$ cat src/rtl/json_array_encoder.sv
// json_array_encoder: serialises signed integer elements into "[a,b,c]\n" JSON array text on a byte stream
module json_array_encoder #(
    parameter int DATA_W       = 32,
    parameter bit EMIT_NEWLINE = 1'b1
) (
    input  logic                     clk,
    input  logic                     rst_n,
    input  logic                     in_valid,
    output logic                     in_ready,
    input  logic signed [DATA_W-1:0] in_data,
    input  logic                     in_last,
    output logic                     out_valid,
    input  logic                     out_ready,
    output logic [7:0]               out_byte,
    output logic                     out_last,
    output logic                     busy
);
    function automatic int calc_ndig(input int w);
        logic [63:0] v;
        int n;
        v = 64'd1 << (w - 1);
        n = 0;
        for (int i = 0; i < 20; i++)
            if (v != 64'd0) begin
                n++;
                v = v / 64'd10;
            end
        return n;
    endfunction

    localparam int NDIG = calc_ndig(DATA_W);
    localparam int BW   = 4 * NDIG;
    localparam int PW   = $clog2(NDIG + 1);
    localparam int CW   = $clog2(DATA_W + 1);

    typedef enum logic [2:0] {IDLE, WAIT, PUNCT, SIGN, CONV, DIGITS, CLOSE, NL} state_t;

    state_t               state, state_nxt;
    logic [DATA_W-1:0]    bin;
    logic [BW-1:0]        bcd, bcd_adj;
    logic [BW+DATA_W-1:0] dd_shift;
    logic [CW-1:0]        cnt;
    logic [PW-1:0]        ptr, msd, cur;
    logic [3:0]           digit;
    logic                 neg, last_q, open_q, first, started;
    logic                 accept, conv_last;

    assign accept    = in_valid && in_ready;
    assign conv_last = cnt <= CW'(1);
    assign cur       = started ? ptr : msd;
    assign digit     = 4'(bcd >> {cur, 2'b00});
    assign dd_shift  = {bcd_adj, bin} << 1;
    assign busy      = ~first;

    // double-dabble correction: add 3 to every BCD digit of 5 or more before the shift
    always_comb begin
        bcd_adj = bcd;
        for (int i = 0; i < NDIG; i++)
            if (bcd[4*i +: 4] >= 4'd5) bcd_adj[4*i +: 4] = bcd[4*i +: 4] + 4'd3;
    end

    // most significant nonzero digit, so leading zeros are skipped (0 prints as a single '0')
    always_comb begin
        msd = '0;
        for (int i = 0; i < NDIG; i++)
            if (bcd[4*i +: 4] != 4'd0) msd = PW'(i);
    end

    // state register
    always_ff @(posedge clk or negedge rst_n) begin
        if (!rst_n) state <= IDLE;
        else        state <= state_nxt;
    end

    // next state and registered-state-decoded outputs; out_valid never looks at out_ready
    always_comb begin
        state_nxt = state;
        in_ready  = 1'b0;
        out_valid = 1'b0;
        out_byte  = 8'h00;
        out_last  = 1'b0;
        case (state)
            IDLE, WAIT: begin
                in_ready = 1'b1;
                if (in_valid) state_nxt = PUNCT;
            end
            PUNCT: begin
                out_valid = 1'b1;
                out_byte  = open_q ? 8'h5B : 8'h2C;
                if (out_ready) state_nxt = neg ? SIGN : (conv_last ? DIGITS : CONV);
            end
            SIGN: begin
                out_valid = 1'b1;
                out_byte  = 8'h2D;
                if (out_ready) state_nxt = conv_last ? DIGITS : CONV;
            end
            CONV: state_nxt = conv_last ? DIGITS : CONV;
            DIGITS: begin
                out_valid = 1'b1;
                out_byte  = {4'h3, digit};
                if (out_ready && cur == '0) state_nxt = last_q ? CLOSE : WAIT;
            end
            CLOSE: begin
                out_valid = 1'b1;
                out_byte  = 8'h5D;
                out_last  = !EMIT_NEWLINE;
                if (out_ready) state_nxt = EMIT_NEWLINE ? NL : IDLE;
            end
            NL: begin
                out_valid = 1'b1;
                out_byte  = 8'h0A;
                out_last  = 1'b1;
                if (out_ready) state_nxt = IDLE;
            end
            default: state_nxt = IDLE;
        endcase
    end

    // element capture, bit-serial conversion running alongside punctuation, digit pointer and document flag
    always_ff @(posedge clk or negedge rst_n) begin
        if (!rst_n) begin
            bin     <= '0;
            bcd     <= '0;
            cnt     <= '0;
            ptr     <= '0;
            neg     <= 1'b0;
            last_q  <= 1'b0;
            open_q  <= 1'b0;
            first   <= 1'b1;
            started <= 1'b0;
        end else begin
            if (accept) begin
                bin     <= in_data[DATA_W-1] ? DATA_W'(-in_data) : DATA_W'(in_data);
                bcd     <= '0;
                cnt     <= CW'(DATA_W);
                neg     <= in_data[DATA_W-1];
                last_q  <= in_last;
                open_q  <= first;
                first   <= 1'b0;
                started <= 1'b0;
            end else if (cnt != '0) begin
                {bcd, bin} <= dd_shift;
                cnt        <= cnt - CW'(1);
            end
            if (state == DIGITS && out_ready) begin
                started <= 1'b1;
                ptr     <= cur - PW'(1);
            end
            if (out_valid && out_ready && out_last) first <= 1'b1;
        end
    end
endmodule

$ cat config.mk
export PLATFORM = sky130hd
export DESIGN_NAME = json_array_encoder
export DESIGN_NICKNAME = d
export VERILOG_FILES = /design/src/rtl/json_array_encoder.sv
export SDC_FILE = /design/constraint.sdc
export NUM_CORES = 1
export LEC_CHECK = 0
export ABC_AREA = 1
export CAP_MARGIN = 20
export CORE_MARGIN = 4
export CORE_UTILIZATION = 63
export CTS_CLUSTER_SIZE = 25
export DETAILED_ROUTE_END_ITERATION = 7
export DONT_BUFFER_PORTS = 1
export HOLD_SLACK_MARGIN = 0.03
export PLACE_DENSITY = 0.91
export SLEW_MARGIN = 20
export SYNTH_ARGS = -nofsm -noshare
export SYNTH_HDL_FRONTEND = slang
export SYNTH_SLANG_ARGS = --single-unit
$ cat constraint.sdc
create_clock -name clk -period 5.7 [get_ports clk]
set_clock_uncertainty 0.05 [all_clocks]
set_input_delay 0.57 -clock clk [delete_from_list [all_inputs] [get_ports clk]]
set_output_delay 0.57 -clock clk [all_outputs]
set_load 0.05 [all_outputs]
### After elaboration in Yosys (flattened, before gate mapping)

Cells that the tools add are included.

| word-level totals | value |
|---|---|
| bits in registers | 90 |
| bits of input ports | 37 |
| output and inout port bits | 12 |
| logic and storage cells | 117 |

| operators by class | value |
|---|---|
| $add $sub $neg | 13 |
| order comparisons | 11 |
| eq/ne operators | 13 |
| shifts and indexed selects | 1 |
| muxes and demuxes | 45 |
| bitwise gates (word level) | 1 |
| reduce and logical (&&, ||, !) cells | 23 |

Operators by type and width:

| cell | number |
|---|---|
| $mux 32 | 3 |
| $mux 40 | 2 |
| $mux 4 | 18 |
| $ge 4x3->1 const B | 10 |
| $shr 40x6->4 | 1 |
| $add 4x2->4 const B | 9 |
| $reduce_bool 4->1 | 9 |
| $pmux 7 s5 | 1 |
| $neg 32->32 | 1 |
| $mux 3 | 9 |
| $pmux 3 s7 | 1 |
| $eq 3x3->1 const B | 4 |
| $mux 6 | 2 |
| $ne 2x2->1 const B | 6 |
| $mux 1 | 8 |
| $mux 7 | 1 |
| $eq 3x2->1 const B | 2 |
| $le 6x1->1 const B | 1 |
| $reduce_and 6->1 | 1 |
| $reduce_bool 2->1 | 3 |
| $reduce_bool 6->1 | 1 |
| $sub 6x1->6 const B | 1 |
| $logic_and 1x1->1 | 5 |
| $reduce_or 5->1 | 1 |
| 7 further kinds | 7 |

### Logic depth before layout (Yosys ltp)

| depth | value |
|---|---|
| depth in word-level cells | 15 |
| depth in mapped cells | 21 |
| mapped depth without buffers | 20 |

### Worst setup path before layout

OpenSTA, ideal clock, no wires.

| timing path | value |
|---|---|
| kind | register to output |
| start point | register bcd[20] |
| end point | output port out_byte[3] |
| arrival time | 2.152 ns |
| data required time | 5.080 ns |
| setup slack | 2.928 ns |
| cell stages (with the launch flop) | 15 |
| path buffers | 0 |
| cells stage by stage | dfrtp_1 -> inv_1 -> ha_1 -> inv_1 -> nor2_1 -> nand2_1 -> nor2_1 -> nand2_1 -> a22oi_2 -> inv_2 -> nor2_4 -> o211ai_1 -> a21oi_1 -> nand2_1 -> nand2_1 |

| between the ends | value |
|---|---|
| cells in the longest elaborated chain, start to end | 9 |

Ends and longest elaborated chain:

| element | line | RTL |
|---|---|---|
| start, declared | 40 | `logic [BW-1:0] bcd, bcd_adj;` |
| start signal, assigned | 142 | `{bcd, bin} <= dd_shift;` |
| $reduce_bool 4->1 | 66 | `if (bcd[4*i +: 4] != 4'd0) msd = PW'(i);` |
| $mux 4 (5 in a row) | 66 |  |
| $mux 4 | 50 | `assign cur = started ? ptr : msd;` |
| $shr 40x6->4 | 51 | `assign digit = 4'(bcd >> {cur, 2'b00});` |
| $pmux 7 s5 | 82 | `case (state)` |
| end, declared | 14 | `output logic [7:0] out_byte,` |

Every way passes these cells.

### Final worst setup path

| timing path | value |
|---|---|
| start point | register bcd[36] |
| end point | output port out_byte[1] |

| between the ends | value |
|---|---|
| cells in the longest elaborated chain, start to end | 5 |

Ends and longest elaborated chain:

| element | line |
|---|---|
| $reduce_bool 4->1 | 66 |
| $mux 4 | 66 |
| $mux 4 | 50 |
| $shr 40x6->4 | 51 |
| $pmux 7 s5 | 82 |

Every way passes these cells.

==> flow_metrics.py <==
metrics = {
    "yosys": {
        "yosys.area_share.simple_pct": 25.34,
        "synth_fa_ha_area_share_pct": 5.491,
        "yosys.area.top_type_share_pct": 36.20,
        "ys_types": 44,
        "synth_compound_area_share_pct": 19.30,
        "synthCells": 836,
        "synth-edff-count": 0,
        "ys_ff_latch": 90,
        "ys.flop_type": "dfrtp_1",
        "syn_nets": 900,
        "synth-xor-area-share_pct": 2.990,
        "synthArstFlopShare_pct": 100.0,
        "ys_seq_area_share_pct": 36.63,
        "syn_area_sq_mm": 0.006152,
        "synthMuxAreaShare_pct": 0,
        "syn_avg_cell_area_sq_um": 7.359,
        "ys_warn_count": 0,
        "synth_area_leader_cell": "dfrtp_1",
        "synth_top_family_by_area": "simple AND/OR/NAND/NOR gates",
        "synth_area_leaders": "dfrtp_1 36%, nand2_1 9.2%, inv_1 7.9%, nand3_1 7.5%, ha_1 5.5%",
    },
    "place": {
        "hpwl_um": 10490,
        "dpl.cell_count": 938,
        "portBuffers": 0,
        "gp_congestion": 0.9338,
        "place_ws_ps": 2028,
    },
    "power_and_ir_drop": {
        "leakage_nw": 3.063,
        "power.density_mw_per_mm2": 586.4,
        "peakVddDrop_uv": 234.8,
    },
    "critical_path": {
        "cp_cell_sequence": "inv_1, ha_1, nand3_1, inv_1, nor2_1, a21oi_2, nand2_2, nand2_1, nand3_1, nand3_1, nand3_1, nand2_1, nand2_1",
        "path_buf_inv": 2,
        "worstSetupStartpointType": "register",
        "timing_worst_setup_path_type": "reg -> out",
        "crit_cells": 13,
        "cp_max_fo": 27,
        "crit_path_frequent_cell": "nand3_1",
        "cp_data_arrival_time_ps": 3250,
        "worst_setup_path_end_kind": "output port",
        "crit_family": "simple AND/OR/NAND/NOR gates",
        "required_ps": 5080,
        "crit_path_top_delay_cell": "a21oi_2",
        "ff2ff_path_depth": 9,
        "crit_path_max_incr_delay_ps": 570,
    },
    "sta": {
        "worst_slew_pin_slew_ps": 1090,
        "fin_crit_ps": 3873,
        "finalSetupTns_ps": 0,
        "setup_violations": 0,
        "fmax_ghz": 0.2582,
        "hold_viol": 0,
        "drv_slew": 0,
        "slew_headroom_pct": 27.26,
        "fin_ws_ps": 1827,
        "min_period_over_period_pct": 67.95,
        "rsz0062_at_grt": "false",
        "holdWs_ps": 40.60,
    },
    "global_route": {
        "grt_max_degree": 91,
        "grt_pass1_wl_um": 24660,
        "grt_pass1_vias": 5407,
        "antenna_found_initial": 0,
        "grt_overflow": 0,
        "grt_usage_pct": 26.34,
    },
    "routing": {
        "detail-route-antenna-nets": 0,
        "wl_per_cell_um": 15.29,
        "drc_errors": 0,
        "drt_iter0_drc": 414,
        "drt_pass1_iterations": 5,
        "vias_per_cell": 5.914,
        "routed_wirelength_um": 14600,
        "vias": 5648,
    },
    "run": {
        "cap_violations": 0,
    },
    "floorplanning": {
        "die_area_sq_mm": 0.01141,
        "num_rows": 35,
        "die_x_um": 106.8,
        "core_sq_mm": 0.009371,
        "start_util_pct": 65.65,
        "io_pins": 49,
        "die_y_um": 106.8,
    },
    "clock_network": {
        "post_cts_buffers": 0,
        "cts-root-buf": "clkbuf_8",
        "path_clk_slew_ps": 90,
        "cts_buffers": 9,
        "clock_path_buffers": 2,
        "htree_levels": 3,
        "cts_tree": "built",
        "clk_latency_ps": 370,
        "cts_sinks": 90,
        "cts.repair.resized": 0,
    },
    "layout": {
        "instances_no_fill": 955,
        "nets": 885,
        "utilization_pct": 68.92,
        "area_growth_pct": 4.983,
        "antennaDiodeCount": 0,
        "final_layout_size_suffix_gt1_share_pct": 6.053,
    },
    "outcome": {
        "status": "complete, no violations",
    },
    "worst_hold_path": {
        "hold_path.class": "in -> async",
    },
}
per-layer routing:
layer	GRT usage (%)	wire length (um)
met5	0	0
met1	33.06	6209
met3	4.816	775
met2	46.45	7375
met4	7.489	244
flip-flops by register name, summed over array words and instances, names as in the netlist:
name     cells
cnt          6
started      1
bin         32
first        1
state        3
ptr          4
bcd         40
open_q       1
last_q       1
neg          1
synth_stat cells, drive strengths merged, types with 2 or more instances:
| library cell | count |
|---|---|
| nand2 | 157 |
| inv | 134 |
| nand3 | 93 |
| dfrtp | 89 |
| nor2 | 74 |
| o21ai | 61 |
| a21oi | 31 |
| o22ai | 30 |
| ha | 27 |
| clkbuf | 22 |
| xor2 | 18 |
| o211ai | 17 |
| o221ai | 14 |
| o32ai | 13 |
| nor3 | 10 |
| o21bai | 10 |
| buf | 7 |
| or2 | 7 |
| o2bb2ai | 5 |
| nand4 | 3 |
| xnor2 | 3 |
| a211oi | 2 |
| a22oi | 2 |
| nand3b | 2 |
placed cells by master (no fill, tap or decap), drive strengths merged, types with 14 or more instances in the layout:
cell type and n:
nand2 157, inv 134, nand3 93, dfrtp 89, nor2 74, o21ai 61
a21oi 31, o22ai 30, ha 27, xor2 18, o211ai 17, o221ai 14
cells by family (layout without fill, tap and decap cells):
logic type      count (synthesis)  in the layout
simple gates                  349            349
fa+ha+maj                      27             27
buf+inv                       163            153
other cells                     1              1
compound gates                185            185
xor+xnor                       21             21
flops                          90             90
path summary, 6_finish.rpt:
path | start | end | slack [ps]
worst min register to register | ptr[3] | ptr[3] | 450
worst max-delay path | bcd[36] | out_byte[1] | 1830
worst min-delay path | rst_n | bcd[14] | 40
worst max register to register | state[2] | bin[21] | 1940
max in group asynchronous | rst_n | first | 5170
min in group clk | in_data[12] | bin[12] | 320
cell type report:
cell class	count	area, sq um
Clock inverter	3	47.55
Tap cell	129	161.4
Sequential cell	90	2253
Timing Repair Buffer	3	42.54
Multi-Input combinational cell	583	3279
Fill cell	772	2913
Clock buffer	13	168.9
Inverter	134	505.5
worst register-to-register path, cell delays in order, from the launching register on:
cell and delay [ps]:
dfrtp_1 460, nor2_1 140, buf_4 220, nand2_1 70
buf_4 230, inv_1 740, nor2_1 470, inv_2 920
o22ai_1 150, o21bai_1 200
report_power, final:
| part | switching [mW] | total (mW) | internal, mW |
|---|---|---|---|
| logic | 1.37 | 2.10 | 0.726 |
| registers | 0.262 | 1.22 | 0.956 |
| clock network | 0.231 | 0.472 | 0.241 |
| total | 1.86 | 3.79 | 1.92 |
timing repair:
| item | in CTS | in global routing |
|---|---|---|
| hold buffers | 1 | 0 |
| hold endpoints to repair | 90 | 0 |
| endpoints found under the setup margin | 0 | 0 |
metrics by stage:
| step | instance area, sq um | total power [mW] |
|---|---|---|
| finish | 6459 | 3.788 |
| global route | 6459 | 4.125 |
| CTS | 6454 | 3.771 |
| detailed placement | 6210 | 3.275 |
| global placement | 6210 | 3.140 |
| floorplan | 6152 | 2.841 |
No activity file was read; power rests on OpenSTA's default activity.
